[src/rtl/branch_resolve_unit.sv]
// MIPS32 branch resolution: evaluates condition and target, checks the
// fetch prediction, holds a redirect until fetch takes it, counts outcomes.
module branch_resolve_unit #(
    parameter int DATA_W = 32,
    parameter int PIPE   = 0,
    parameter int CNT_W  = 32
) (
    input  logic              clk,
    input  logic              rst,
    input  logic              flush,
    input  logic              in_valid,
    output logic              in_ready,
    input  logic [5:0]        op,
    input  logic [4:0]        rt,
    input  logic [DATA_W-1:0] a,
    input  logic [DATA_W-1:0] b,
    input  logic [31:0]       pc,
    input  logic [15:0]       imm,
    input  logic              pred_taken,
    input  logic [31:0]       pred_target,
    output logic              out_valid,
    output logic              out_taken,
    output logic              out_link,
    output logic              redirect_valid,
    output logic [31:0]       redirect_pc,
    input  logic              redirect_ready,
    output logic [CNT_W-1:0]  branch_cnt,
    output logic [CNT_W-1:0]  mispred_cnt
);
    typedef enum logic {IDLE, REDIRECT} state_t;

    localparam logic [2:0] K_BEQ  = 3'd0;
    localparam logic [2:0] K_BNE  = 3'd1;
    localparam logic [2:0] K_BLEZ = 3'd2;
    localparam logic [2:0] K_BGTZ = 3'd3;
    localparam logic [2:0] K_BLTZ = 3'd4;
    localparam logic [2:0] K_BGEZ = 3'd5;

    typedef struct packed {
        logic [2:0]        kind;
        logic              link;
        logic [DATA_W-1:0] a;
        logic [DATA_W-1:0] b;
        logic [31:0]       pc;
        logic [15:0]       imm;
        logic              pred_taken;
        logic [31:0]       pred_target;
    } ent_t;

    typedef struct packed {
        logic        taken;
        logic        link;
        logic        mispred;
        logic [31:0] pc;
    } res_t;

    state_t           state_q, state_d;
    ent_t             s0_q, s0_d;
    logic             s0_valid_q, s0_valid_d;
    logic [31:0]      rpc_q, rpc_d;
    logic [CNT_W-1:0] bcnt_q, bcnt_d;
    logic [CNT_W-1:0] mcnt_q, mcnt_d;

    logic        is_branch, is_link, accept;
    logic [2:0]  kind;
    logic        a_neg, a_zero, cond;
    logic [31:0] target, fall;
    res_t        res, f_res;
    logic        f_valid;

    always_comb begin
        is_branch = 1'b1;
        is_link   = 1'b0;
        kind      = K_BEQ;
        unique case (op)
            6'b000100: kind = K_BEQ;
            6'b000101: kind = K_BNE;
            6'b000110: kind = K_BLEZ;
            6'b000111: kind = K_BGTZ;
            6'b000001: begin
                unique case (rt)
                    5'b00000: kind = K_BLTZ;
                    5'b00001: kind = K_BGEZ;
                    5'b10000: begin kind = K_BLTZ; is_link = 1'b1; end
                    5'b10001: begin kind = K_BGEZ; is_link = 1'b1; end
                    default:  is_branch = 1'b0;
                endcase
            end
            default: is_branch = 1'b0;
        endcase
    end

    // A resolving mispredict closes the door so no younger branch slips in.
    assign out_valid = f_valid & ~flush;
    assign in_ready  = (state_q == IDLE) & ~(out_valid & f_res.mispred);
    assign accept    = in_valid & in_ready & is_branch & ~flush;

    always_comb begin
        s0_valid_d = accept;
        s0_d       = s0_q;
        if (accept) begin
            s0_d.kind        = kind;
            s0_d.link        = is_link;
            s0_d.a           = a;
            s0_d.b           = b;
            s0_d.pc          = pc;
            s0_d.imm         = imm;
            s0_d.pred_taken  = pred_taken;
            s0_d.pred_target = pred_target;
        end
    end

    always_comb begin
        a_neg  = s0_q.a[DATA_W-1];
        a_zero = (s0_q.a == '0);
        unique case (s0_q.kind)
            K_BEQ:   cond = (s0_q.a == s0_q.b);
            K_BNE:   cond = (s0_q.a != s0_q.b);
            K_BLEZ:  cond = a_neg | a_zero;
            K_BGTZ:  cond = ~a_neg & ~a_zero;
            K_BLTZ:  cond = a_neg;
            K_BGEZ:  cond = ~a_neg;
            default: cond = 1'b0;
        endcase
        target = s0_q.pc + 32'd4 +
                 {{14{s0_q.imm[15]}}, s0_q.imm, 2'b00};
        fall   = s0_q.pc + 32'd8;
        res.taken   = cond;
        res.link    = s0_q.link;
        res.mispred = (cond != s0_q.pred_taken) |
                      (cond & s0_q.pred_taken &
                       (s0_q.pred_target != target));
        res.pc      = cond ? target : fall;
    end

    if (PIPE == 1) begin : g_pipe
        logic s1_valid_q, s1_valid_d;
        res_t s1_q, s1_d;

        always_comb begin
            s1_valid_d = s0_valid_q & ~flush &
                         ~(out_valid & f_res.mispred);
            s1_d       = res;
        end

        always_ff @(posedge clk) begin
            if (rst) begin
                s1_valid_q <= 1'b0;
                s1_q       <= '0;
            end else begin
                s1_valid_q <= s1_valid_d;
                s1_q       <= s1_d;
            end
        end

        assign f_valid = s1_valid_q;
        assign f_res   = s1_q;
    end else begin : g_nopipe
        assign f_valid = s0_valid_q;
        assign f_res   = res;
    end

    always_comb begin
        state_d = state_q;
        rpc_d   = rpc_q;
        unique case (state_q)
            IDLE: begin
                if (out_valid & f_res.mispred) begin
                    state_d = REDIRECT;
                    rpc_d   = f_res.pc;
                end
            end
            REDIRECT: begin
                if (flush | redirect_ready) state_d = IDLE;
            end
            default: state_d = IDLE;
        endcase
        bcnt_d = bcnt_q;
        mcnt_d = mcnt_q;
        if (out_valid && !(&bcnt_q)) bcnt_d = bcnt_q + CNT_W'(1);
        if (out_valid && f_res.mispred && !(&mcnt_q))
            mcnt_d = mcnt_q + CNT_W'(1);
    end

    always_ff @(posedge clk) begin
        if (rst) begin
            state_q    <= IDLE;
            s0_valid_q <= 1'b0;
            s0_q       <= '0;
            rpc_q      <= '0;
            bcnt_q     <= '0;
            mcnt_q     <= '0;
        end else begin
            state_q    <= state_d;
            s0_valid_q <= s0_valid_d;
            s0_q       <= s0_d;
            rpc_q      <= rpc_d;
            bcnt_q     <= bcnt_d;
            mcnt_q     <= mcnt_d;
        end
    end

    assign out_taken      = out_valid & f_res.taken;
    assign out_link       = out_valid & f_res.link;
    assign redirect_valid = (state_q == REDIRECT);
    assign redirect_pc    = rpc_q;
    assign branch_cnt     = bcnt_q;
    assign mispred_cnt    = mcnt_q;
endmodule

[config.mk]
export PLATFORM = sky130hd
export DESIGN_NAME = branch_resolve_unit
export DESIGN_NICKNAME = d
export VERILOG_FILES = /design/src/rtl/branch_resolve_unit.sv
export SDC_FILE = /design/constraint.sdc
export NUM_CORES = 1
export LEC_CHECK = 0
export ABC_AREA = 1
export CORE_MARGIN = 2
export CORE_UTILIZATION = 37
export DETAILED_ROUTE_END_ITERATION = 16
export PLACE_DENSITY = 0.6
export SYNTH_ARGS = -nofsm -noshare
export SYNTH_HDL_FRONTEND = slang
export SYNTH_SLANG_ARGS = --single-unit
[constraint.sdc]
create_clock -name clk -period 8.2 [get_ports clk]
set_input_delay 0.82 -clock clk [delete_from_list [all_inputs] [get_ports clk]]
set_output_delay 0.82 -clock clk [all_outputs]
set_load 0.1 [all_outputs]
==> metrics.md <==
| Metric | Value |
|---|---|
| Status | `complete, no violations` |
| Total global-route track usage | `0.224` |
| Worst reg2reg setup slack | `2.90 ns` |
| Inserted Clock Buffers | `30` |
| Sequential fraction of design power | `0.409` |
| Die Wd | `209 um` |
| Vias/cell | `4.77` |
| Critical Path RT | `7.38 ns` |
| Clock power share | `0.488` |
| Period utilisation layout | `0.743` |
| Power per cell area | `153 nW/um^2` |
| Worst slew pin tran | `1.25 ns` |
| Leakage Power | `0.00941 uW` |
| WS Path Type | `reg2out` |
| DRT Pass-1 Iters | `6` |
| Skew final | `0.0187 ns` |
| Sequential share of the synthesized area | `0.319` |
| Cell count of the worst hold path | `2` |
| Port Buf Inserts | `261` |
| FF+latch count, synth | `247` |
| R2R Path End | `s0_q[15]` |
| Area contributors post-synth | `dfxtp_1 32%, nand2_1 21%, nor2_1 11%` |
| Max VDD drop | `0.000154 V` |
| CTS Hold Bufs | `0` |
| CTS tree | `yes` |
| GPL Wtd Cong | `0.969` |
| Crit end category | `output port` |
| Gate Count Post-Synth | `2588` |
| Root buffer cell | `clkbuf_16` |
| Worst hold path type | `reg2reg` |
| Core ar. | `41700 um^2` |
| Worst-path maximum fanout | `35` |
| Drt drc | `0` |
| Sink Count | `247` |
| WHS | `0.468 ns` |
| Post-synth top flop | `dfxtp_1` |
| Clk pin slew, worst setup/hold paths | `0.06 ns` |
| Mapped Nets | `2811` |
| Hold worst-path end | `redirect_pc[2]` |
| Top cell type's share of synthesized area | `0.319` |
| Hold Fails Final Rpt | `0` |
| Slack of the critical path | `2.11 ns` |
| Comb pwr share | `0.102` |
| Mean Syn Cell Area | `6.00 um^2` |
| Setup violators final | `0` |
| Type of origin of the critical path | `flip-flop` |
| Reg2reg start | `s0_q[48]` |
| Area Overhead vs Synth | `25.7%` |
| Netlist cell types | `40` |
| Netlist Area Pre-Place | `15500 um^2` |
| Slew Limit Headroom | `0.164` |
| Nets | `3027` |
| Final setup TNS | `0 ns` |
| Row cnt | `75` |
| Placement Setup Slack | `2.70 ns` |
| Tot Pwr | `2980 uW` |
| Async set or reset register ratio after synthesis | `0` |
| Sw Share | `0.248` |
| Fin crit period | `6.09 ns` |
| Max_cap viols | `0` |
| R2R depth | `23` |
| Wirelength, routed | `49600 um` |
| Initial antenna violation count | `7` |
| Number of routed nets with antenna violations | `0` |
| Pin count of the biggest net entering global routing | `165` |
| Initial drt markers | `842` |
| GRT overflow | `0` |
| Starting Density | `0.372` |
| Reg area | `4940 um^2` |
| Achievable frequency | `164 MHz` |
| Int Pwr | `2240 uW` |
| Drt wl/cell | `14.7 um` |
| DPL Wire Length | `37500 um` |
| Hold Path Origin | `redirect_pc[2]` |
| Clk_lat worst skew | `0.58 ns` |
| Yosys warns | `0` |
| Unrepaired setup endpoints after global routing | `false` |
| Post-CTS Setup Repair Bufs | `0` |
| First-pass GRT wire length | `79500 um` |
| Multi-input gate area | `8780 um^2` |
| Final Max Slew Viols | `0` |
| Vias | `16060` |
| IO Count | `262` |
| Die Footprint | `43600 um^2` |
| Top cell type by total area after synthesis | `dfxtp_1` |
| Die Y | `209 um` |
| CP Data Arrival Time | `5.27 ns` |
| Sw power | `738 uW` |
| PostCTS Resize Cnt | `0` |
| Share of cells above drive strength 1 | `0.0301` |
| Post-synth EDFFs | `0` |
| Max Buffers Root-to-Sink | `3` |
| # fillers | `4445` |
| H-tree depth | `1` |
| Vias in the first global route | `15473` |
[cells by family (layout without fill, tap and decap cells)]
logic type / Yosys count / count (layout) / synth area share
fa+ha+maj: 62 / 62 / 0.0505
flops: 247 / 247 / 0.319
simple gates: 1611 / 1611 / 0.425
xor+xnor: 68 / 68 / 0.0384
buf+inv: 448 / 684 / 0.117
other cells: 0 / 3 / 0
compound gates: 152 / 152 / 0.0510
[power groups by stage]
stage                     Combinational [uW]  Sequential, uW  Clock [uW]
after floorplan                          152            1250           0
after global placement                   309            1250           0
after detailed placement                 309            1250           0
after CTS                                311            1220        1490
after global routing                     337            1220        1540
final                                    305            1220        1460
[stage by stage]
stage	cell area (um^2)	utilization	instances
after floorplan	15500	-	2588
after global placement	18400	0.443	3311
after detailed placement	18400	0.443	3311
after CTS	19500	0.468	3363
after global routing	19500	0.468	3366
final	19500	0.468	3366
[Yosys cell counts, types with 4 or more instances]
library cell	number
nand2_2	18
nand3b_1	4
nand3_1	113
nor2_1	447
a21oi_1	97
xor2_1	54
dfxtp_1	247
nor3_1	47
o21ai_0	43
inv_1	359
xnor2_1	14
buf_2	32
nor4_1	17
clkbuf_1	39
buf_6	9
nand4_1	79
nand2_1	873
ha_1	61
[worst max-delay path, stage by stage (launching register included)]
cell	delay, ns
dfxtp_1	0.76
ha_1	0.35
ha_1	0.38
nand2_2	0.13
inv_2	0.04
nand2_1	0.08
inv_1	0.06
a21oi_1	0.26
nand2_2	0.11
nand2_1	0.14
nand3_1	0.11
nand3_1	0.10
nand2_1	0.06
nor2_1	0.12
nand2_1	0.10
nor2_1	0.11
nand2_1	0.10
nand2_2	0.09
nand2_4	0.22
a21oi_1	0.22
clkdlybuf4s50_1	1.15
[placed cells by master, fill, tap and decap left out, types with 3 or more instances in the layout]
master / instances
nand3_1: 112
nand3b_1: 4
dfxtp_1: 247
nand4_1: 79
nand2_1: 873
nor3_1: 47
xor2_1: 54
inv_1: 358
o21ai_0: 43
nor2_1: 447
clkbuf_1: 6
buf_4: 7
nor4_1: 17
o21a_1: 3
or2_2: 3
ha_1: 61
a21oi_1: 97
clkbuf_16: 31
nor3b_1: 3
clkbuf_8: 4
bufinv_16: 6
clkdlybuf4s50_1: 260
xnor2_1: 14
inv_2: 3
nand2_2: 18
diode_2: 3
[layout make-up]
class                      count  area share
antenna                        3    0.000385
clock buffer                  41      0.0437
clock inverter                11      0.0110
inverter                     363      0.0699
multi-input combinational   1893       0.450
sequential                   247       0.253
tap                          539      0.0346
timing repair buffer         269       0.137
[worst max path at each step]
stage | start | end
floorplan | s0_q[48] | in_ready
global placement | s0_q[48] | in_ready
detailed placement | s0_q[48] | in_ready
CTS | s0_q[48] | in_ready
global route | s0_q[48] | in_ready
finish | s0_q[48] | in_ready
[flip-flops by register name, summed over array words and instances, names as in the netlist]
| signal | count |
|---|---|
| redirect_pc | 32 |
| redirect_valid | 1 |
| branch_cnt | 32 |
| f_valid | 1 |
| f_res | 1 |
| a_neg | 1 |
| mispred_cnt | 32 |
| s0_q | 147 |
[layer usage]
metal | up-vias | track usage | part of all wire
met3 | 62 | 0.0436 | 0.058
met4 | 6 | 0.0534 | 0.020
met5 | - | 0 | 0.00079
li1 | 8424 | - | -
met1 | 7213 | 0.281 | 0.45
met2 | 355 | 0.396 | 0.47
Power figures use the tool's default switching activity.
